[src/rtl/regfile_pkg.sv]
// regfile_pkg: byte-lane width and clear-FSM state type shared by the register file
package regfile_pkg;
  localparam int BYTE_W = 8;
  typedef enum logic {IDLE, CLEAR} clr_state_t;
endpackage

[src/rtl/regfile_2r1w_if.sv]
// regfile_2r1w_if: write port, read ports A/B, clear handshake; master issues requests, slave returns rd_data/rd_valid/busy/err
interface regfile_2r1w_if
  import regfile_pkg::*;
#(
  parameter int DATA_WIDTH = 16,
  parameter int ADDR_WIDTH = 4
);
  logic wr_en;
  logic [ADDR_WIDTH-1:0] wr_addr;
  logic [DATA_WIDTH-1:0] wr_data;
  logic [DATA_WIDTH/BYTE_W-1:0] wr_be;
  logic rd_en_a, rd_en_b;
  logic [ADDR_WIDTH-1:0] rd_addr_a, rd_addr_b;
  logic [DATA_WIDTH-1:0] rd_data_a, rd_data_b;
  logic rd_valid_a, rd_valid_b;
  logic clr_req, busy, err;
  modport master(
    output wr_en, wr_addr, wr_data, wr_be, rd_en_a, rd_en_b, rd_addr_a, rd_addr_b, clr_req,
    input rd_data_a, rd_data_b, rd_valid_a, rd_valid_b, busy, err
  );
  modport slave(
    input wr_en, wr_addr, wr_data, wr_be, rd_en_a, rd_en_b, rd_addr_a, rd_addr_b, clr_req,
    output rd_data_a, rd_data_b, rd_valid_a, rd_valid_b, busy, err
  );
endinterface

[src/rtl/regfile_clear_fsm.sv]
// regfile_clear_fsm: zeroes one entry per cycle after clr_req; in clk/rst/clr_req, out busy and clr_addr (entry to zero)
module regfile_clear_fsm
  import regfile_pkg::*;
#(
  parameter int DEPTH      = 16,
  parameter int ADDR_WIDTH = 4
) (
  input  logic                  clk,
  input  logic                  rst,
  input  logic                  clr_req,
  output logic                  busy,
  output logic [ADDR_WIDTH-1:0] clr_addr
);
  clr_state_t state, state_nxt;
  logic [ADDR_WIDTH-1:0] cnt, cnt_nxt;
  logic last;
  always_ff @(posedge clk or posedge rst)
    if (rst) begin
      state <= IDLE;
      cnt   <= '0;
    end else begin
      state <= state_nxt;
      cnt   <= cnt_nxt;
    end
  always_comb begin
    last      = cnt == ADDR_WIDTH'(DEPTH - 1);
    state_nxt = state == IDLE ? (clr_req ? CLEAR : IDLE) : (last ? IDLE : CLEAR);
    cnt_nxt   = state == CLEAR && !last ? cnt + 1'b1 : '0;
  end
  assign busy     = state == CLEAR;
  assign clr_addr = cnt;
endmodule

[src/rtl/regfile_2r1w.sv]
// regfile_2r1w: byte-masked 2-read/1-write register file with write-first bypass and clear; ports clk, rst, bus (slave)
module regfile_2r1w
  import regfile_pkg::*;
#(
  parameter int DATA_WIDTH = 16,
  parameter int DEPTH      = 16,
  parameter int ADDR_WIDTH = 4
) (
  input logic           clk,
  input logic           rst,
  regfile_2r1w_if.slave bus
);
  localparam int NB = DATA_WIDTH / BYTE_W;
  logic [DATA_WIDTH-1:0] mem [DEPTH];
  logic busy, wr_ok, ok_a, ok_b, wr_go, acc_a, acc_b;
  logic [ADDR_WIDTH-1:0] clr_addr;
  logic [DATA_WIDTH-1:0] wr_merged, data_a, data_b;
  function automatic logic [DATA_WIDTH-1:0] merge(input logic [DATA_WIDTH-1:0] old, nd, input logic [NB-1:0] be);
    merge = old;
    for (int i = 0; i < NB; i++)
      if (be[i]) merge[i*BYTE_W +: BYTE_W] = nd[i*BYTE_W +: BYTE_W];
  endfunction
  function automatic logic in_range(input logic [ADDR_WIDTH-1:0] a);
    return 32'(a) < DEPTH;
  endfunction
  regfile_clear_fsm #(.DEPTH(DEPTH), .ADDR_WIDTH(ADDR_WIDTH)) u_clr (
    .clk, .rst, .clr_req(bus.clr_req), .busy, .clr_addr
  );
  assign bus.busy = busy;
  always_comb begin
    wr_ok     = in_range(bus.wr_addr);
    ok_a      = in_range(bus.rd_addr_a);
    ok_b      = in_range(bus.rd_addr_b);
    wr_go     = bus.wr_en && !busy && wr_ok;
    acc_a     = bus.rd_en_a && !busy;
    acc_b     = bus.rd_en_b && !busy;
    wr_merged = merge(mem[bus.wr_addr], bus.wr_data, bus.wr_be);
    data_a    = !ok_a ? '0 : wr_go && bus.wr_addr == bus.rd_addr_a ? wr_merged : mem[bus.rd_addr_a];
    data_b    = !ok_b ? '0 : wr_go && bus.wr_addr == bus.rd_addr_b ? wr_merged : mem[bus.rd_addr_b];
  end
  always_ff @(posedge clk or posedge rst)
    if (rst) begin
      for (int i = 0; i < DEPTH; i++) mem[i] <= '0;
      bus.rd_data_a  <= '0;
      bus.rd_data_b  <= '0;
      bus.rd_valid_a <= 1'b0;
      bus.rd_valid_b <= 1'b0;
      bus.err        <= 1'b0;
    end else begin
      if (busy) mem[clr_addr] <= '0;
      else if (wr_go) mem[bus.wr_addr] <= wr_merged;
      bus.rd_valid_a <= acc_a;
      bus.rd_valid_b <= acc_b;
      bus.rd_data_a  <= acc_a ? data_a : '0;
      bus.rd_data_b  <= acc_b ? data_b : '0;
      bus.err        <= !busy && (bus.wr_en && !wr_ok || bus.rd_en_a && !ok_a || bus.rd_en_b && !ok_b);
    end
endmodule

[src/flat_wrapper.sv]
// flat-port wrapper written by rule: the top's interface ports become plain ports
module regfile_2r1w_flat import regfile_pkg::*;
#(
  parameter int DATA_WIDTH = 16,
  parameter int DEPTH      = 16,
  parameter int ADDR_WIDTH = 4
)
  (clk, rst, bus_wr_en, bus_wr_addr, bus_wr_data, bus_wr_be, bus_rd_en_a, bus_rd_en_b, bus_rd_addr_a, bus_rd_addr_b, bus_clr_req, bus_rd_data_a, bus_rd_data_b, bus_rd_valid_a, bus_rd_valid_b, bus_busy, bus_err);
  regfile_2r1w_if #(.DATA_WIDTH(DATA_WIDTH), .ADDR_WIDTH(ADDR_WIDTH)) bus_i ();
  input logic clk;
  input logic rst;
  input wire logic [$bits(bus_i.wr_en)-1:0] bus_wr_en;
  input wire logic [$bits(bus_i.wr_addr)-1:0] bus_wr_addr;
  input wire logic [$bits(bus_i.wr_data)-1:0] bus_wr_data;
  input wire logic [$bits(bus_i.wr_be)-1:0] bus_wr_be;
  input wire logic [$bits(bus_i.rd_en_a)-1:0] bus_rd_en_a;
  input wire logic [$bits(bus_i.rd_en_b)-1:0] bus_rd_en_b;
  input wire logic [$bits(bus_i.rd_addr_a)-1:0] bus_rd_addr_a;
  input wire logic [$bits(bus_i.rd_addr_b)-1:0] bus_rd_addr_b;
  input wire logic [$bits(bus_i.clr_req)-1:0] bus_clr_req;
  output wire logic [$bits(bus_i.rd_data_a)-1:0] bus_rd_data_a;
  output wire logic [$bits(bus_i.rd_data_b)-1:0] bus_rd_data_b;
  output wire logic [$bits(bus_i.rd_valid_a)-1:0] bus_rd_valid_a;
  output wire logic [$bits(bus_i.rd_valid_b)-1:0] bus_rd_valid_b;
  output wire logic [$bits(bus_i.busy)-1:0] bus_busy;
  output wire logic [$bits(bus_i.err)-1:0] bus_err;
  assign bus_i.wr_en = bus_wr_en;
  assign bus_i.wr_addr = bus_wr_addr;
  assign bus_i.wr_data = bus_wr_data;
  assign bus_i.wr_be = bus_wr_be;
  assign bus_i.rd_en_a = bus_rd_en_a;
  assign bus_i.rd_en_b = bus_rd_en_b;
  assign bus_i.rd_addr_a = bus_rd_addr_a;
  assign bus_i.rd_addr_b = bus_rd_addr_b;
  assign bus_i.clr_req = bus_clr_req;
  assign bus_rd_data_a = bus_i.rd_data_a;
  assign bus_rd_data_b = bus_i.rd_data_b;
  assign bus_rd_valid_a = bus_i.rd_valid_a;
  assign bus_rd_valid_b = bus_i.rd_valid_b;
  assign bus_busy = bus_i.busy;
  assign bus_err = bus_i.err;
  regfile_2r1w #(.DATA_WIDTH(DATA_WIDTH), .DEPTH(DEPTH), .ADDR_WIDTH(ADDR_WIDTH)) u_core (.clk(clk), .rst(rst), .bus(bus_i));
endmodule
[config.mk]
export PLATFORM = sky130hd
export DESIGN_NAME = regfile_2r1w_flat
export DESIGN_NICKNAME = d
export VERILOG_FILES = /design/src/rtl/regfile_pkg.sv /design/src/rtl/regfile_2r1w_if.sv /design/src/rtl/regfile_clear_fsm.sv /design/src/rtl/regfile_2r1w.sv /design/src/flat_wrapper.sv
export SDC_FILE = /design/constraint.sdc
export NUM_CORES = 1
export LEC_CHECK = 0
export ABC_AREA = 1
export CORE_MARGIN = 1
export CORE_UTILIZATION = 55
export DETAILED_ROUTE_END_ITERATION = 6
export PLACE_DENSITY = 0.73
export SETUP_SLACK_MARGIN = 0.02
export SYNTH_ARGS = -nofsm -noshare
export SYNTH_HDL_FRONTEND = slang
export SYNTH_HIERARCHICAL = 1
export SYNTH_SLANG_ARGS = --single-unit
[constraint.sdc]
create_clock -name clk -period 20.5 [get_ports clk]
set_input_delay 4.1 -clock clk [delete_from_list [all_inputs] [get_ports clk]]
set_output_delay 4.1 -clock clk [all_outputs]
set_load 0.03 [all_outputs]
==> impl_summary.log <==
[metrics] TritonCTS clock tree: yes
[metrics] routed length on met3: 14000 um
[metrics] total power divided by cell area: approximately 120 nW/um^2
[metrics] detailed-route vias per instance: 6.81
[metrics] violations in the final reports: design-rule violations
[metrics] CP Capture Type: flip-flop
[metrics] worst setup slack before clock tree synthesis: 12.67 ns
[metrics] WP data required: between 20 and 25 ns
[metrics] Post-Synthesis Net Count: 3372
[metrics] biggest fanout along the worst timing path: 57
[metrics] final setup TNS: 0 ns
[metrics] hold_ws: 0.561 ns
[metrics] DPL Wire Length: 62500 um
[metrics] sequential cell area: around 7400 um^2
[metrics] Resized cells post-CTS: 0
[metrics] final net count: 3264
[metrics] most frequent cells in the layout: 1000 x sky130_fd_sc_hd__nand2_1, 386 x sky130_fd_sc_hd__nor2_1, 359 x sky130_fd_sc_hd__nand3_1, 294 x sky130_fd_sc_hd__dfrtp_1, 230 x sky130_fd_sc_hd__inv_1
[metrics] maximum clock skew at final layout: between 0.02 and 0.025 ns
[metrics] I/O pins: between 70 and 80
[metrics] run status: finished, violations left
[metrics] number of distinct standard cells referenced by the synthesized netlist: 33
[metrics] Diodes inserted: 0
[metrics] max capacitance violation total: 0
[metrics] pin count of the biggest net entering global routing: 180
[metrics] global-route wire length before repair: about 150000 um
[metrics] Final min period: 7.55 ns
[metrics] syn_area_per_cell: 6.39 um^2
[metrics] die width: between 150 and 200 um
[metrics] cell types with the largest area share after synthesis: sky130_fd_sc_hd__dfrtp_1 35%, sky130_fd_sc_hd__nand2_1 18%, sky130_fd_sc_hd__nand3_1 8.4%
[metrics] kind of critical path: in -> reg
[metrics] Die Outline Area: 39500 um^2
[metrics] fraction of the cycle the final worst path needs: 0.368
[metrics] setup slack after layout: 12.95 ns
[metrics] most frequent standard cell in the layout excluding fill and tap cells: sky130_fd_sc_hd__nand2_1
[metrics] via count of the first global-routing pass: 23894
[metrics] cell with the biggest individual delay on the critical path: sky130_fd_sc_hd__buf_4
[metrics] placeable core area: 37900 um^2
[metrics] Placed Instance Area: 21900 um^2
[metrics] routed wl met2: 41400 um
[metrics] total area of multi-input combinational cells: about 12000 um^2
[metrics] number of storage elements in the synthesis netlist: 295
[metrics] critical path, cell by cell: buf_2 -> buf_4 -> inv_4 -> buf_4 -> nand2_2 -> nor2_1 -> nor2_1 -> nand2_1 -> a21oi_1 -> nand2_1 -> nand2_1 -> a21oi_1
[metrics] post-route cell area: 23000 um^2
[metrics] TritonRoute pass-1 iters: 7
[metrics] final hold violations: 0
[metrics] Reg clk slew, reported paths: roughly 0.06 ns
[metrics] cell type contributing the most total cell area after synthesis: sky130_fd_sc_hd__dfrtp_1
[metrics] setup slack, reg-to-reg: 17.63 ns
[metrics] Clock Path Buffers: 3
[metrics] vias after detailed routing: 25601
[metrics] met1 layer wirelength in the final routing: 33600 um
[metrics] Antenna Nets Post-Route: 0
[metrics] starting density of the core: 0.562
[metrics] count of warnings emitted by yosys: 6
[metrics] Finish-stage setup viols: 0
[metrics] overall track demand over capacity in global routing: 0.501
[metrics] kind of start point of the critical path: primary input
[metrics] cell area after synthesis: roughly 21000 um^2
[metrics] number of design rule violations left after detail routing: 1
[metrics] clock buffers created by TritonCTS: 36
[metrics] Synth top area share: 0.347
[metrics] # hold bufs at CTS: 0
[metrics] post-synthesis instance total: around 3300
[metrics] # rows: between 70 and 80
[metrics] number of violations reported at the end of detailed-routing iteration 0: 3969
[metrics] CP Data Arrival Time: roughly 8.0 ns
[metrics] floorplan die height: 199 um
[metrics] total wirelength of the detailed-routed design: between 90000 and 100000 um
[metrics] number of antenna violations at the first check in global routing: 0
[metrics] clock sink count: 295
[metrics] uppermost routed layer: met4
[metrics] Clk Tree Root Cell: sky130_fd_sc_hd__clkbuf_16
[metrics] slew at the pin closest to its max-slew limit: 1.27 ns
[metrics] final weighted congestion in routability-driven placement: 0.988
[metrics] peak clock frequency supported by timing: between 100 and 150 MHz
[metrics] count of fill cells added during filler insertion: roughly 3700
[metrics] fraction of final layout cells with drive strength greater than 1: 0.0532
[metrics] type of the worst min-delay path: reg -> reg
[metrics] number of buffer cells added on primary ports: 70
[metrics] register area share after synthesis: 0.347
[metrics] routed length per instance: 26.2 um
[metrics] number of buffers inserted to repair setup after CTS: 0
[metrics] total buffers and inverters traversed by the critical path: 4
[metrics] area grow syn2layout: 8.08%
[metrics] Slowest Stage Delay on Critical Path: 0.77 ns
[metrics] leakage power figure: 10.9 nW
[metrics] setup repair after global routing missed its margin: false
[metrics] worst skew pair latency: about 0.57 ns
[metrics] dominant cell type by count on the critical path: sky130_fd_sc_hd__nand2_1
[metrics] CTS H-tree lvls: 2
[metrics] gate family responsible for the most delay along the worst path: simple AND/OR/NAND/NOR gates
[metrics] total count of max-transition violations in the final report: 0
[metrics] final non-filler cell total: 3761
[metrics] Peak supply drop: 0.122 mV
[metrics] Rel. slew slack: 0.150
[metrics] placed cells: 3700
[metrics] total overflow reported by the global router: 0
==> cell usage after synthesis (all sizes together) <==
| cell type | n |
|---|---|
| conb | 1 |
| nand4 | 1 |
| clkinv | 4 |
| o22ai | 98 |
| a21oi | 225 |
| dfrtp | 295 |
| a31oi | 160 |
| buf | 107 |
| o21a | 1 |
| clkbuf | 154 |
| nor3 | 10 |
| a21boi | 3 |
| o21ai | 104 |
| o211ai | 162 |
| inv | 251 |
| ha | 1 |
| nor2 | 393 |
| nand3 | 360 |
| nand2 | 1005 |
==> stage by stage <==
stage / util / power (mW)
global placement: 0.576 / 2.07
CTS: 0.607 / 2.76
detailed placement: 0.576 / 2.11
global route: 0.607 / 2.96
finish: 0.607 / 2.83
floorplan: - / 1.73
==> sequential cells by signal, indices dropped and copies added (netlist names) <==
register / cells
u_core/bus.rd_data_b: 16
u_core/bus.rd_data_a: 16
u_core/mem: 256
u_core/bus.rd_valid_b: 1
u_core/u_clr/clr_addr: 4
u_core/u_clr/busy: 1
u_core/bus.rd_valid_a: 1
==> cells by family (layout without fill, tap and decap cells) <==
kind of cell,count (synthesis),count (layout),share of synthesized area
simple gates,1769,1769,0.338
compound gates,753,753,0.215
buf+inv,516,431,0.0990
flops,295,295,0.347
fa+ha+maj,1,1,0.000587
other cells,1,1,0.000176
==> worst min-delay path, delay by kind of cell (launching register included) <==
family	cells	cell delay, ns
DFF	1	0.37
and+or+nand+nor	1	0.05
AOI/OAI and AO/OA	1	0.10
==> area by class of cell <==
cell class                 instances  share of cell area
multi-input combinational       2524               0.514
sequential                       295               0.321
clock buffer                      51              0.0460
timing repair buffer             115              0.0449
inverter                         255              0.0422
tap                              511              0.0278
clock inverter                    10             0.00478
==> power by group <==
part	switching [mW]	internal (mW)	total, mW
Sequential	0.245	0.772	1.02
Clock	0.272	0.384	0.655
Combinational	0.791	0.367	1.16
Total	1.31	1.52	2.83
==> path summary, 6_finish.rpt <==
check	from	end	cells after the start
setup / recovery	bus_wr_addr[0]	u_core/bus.rd_data_a[1]	12
hold / removal	u_core/mem[41]	u_core/mem[41]	2
setup reg to reg	u_core/u_clr/busy	u_core/mem[51]	5
hold reg to reg	u_core/mem[41]	u_core/mem[41]	2
max in group asynchronous	rst	u_core/mem[42]	4
min in group asynchronous	rst	u_core/u_clr/clr_addr[3]	2
==> routing by layer <==
layer / vias to the layer above / global-route usage
li1: 10950 / -
met1: 11843 / 0.620
met2: 2238 / 0.731
met3: 570 / 0.130
met4: 0 / 0.416
met5: - / 0
Power figures use the tool's default switching activity.
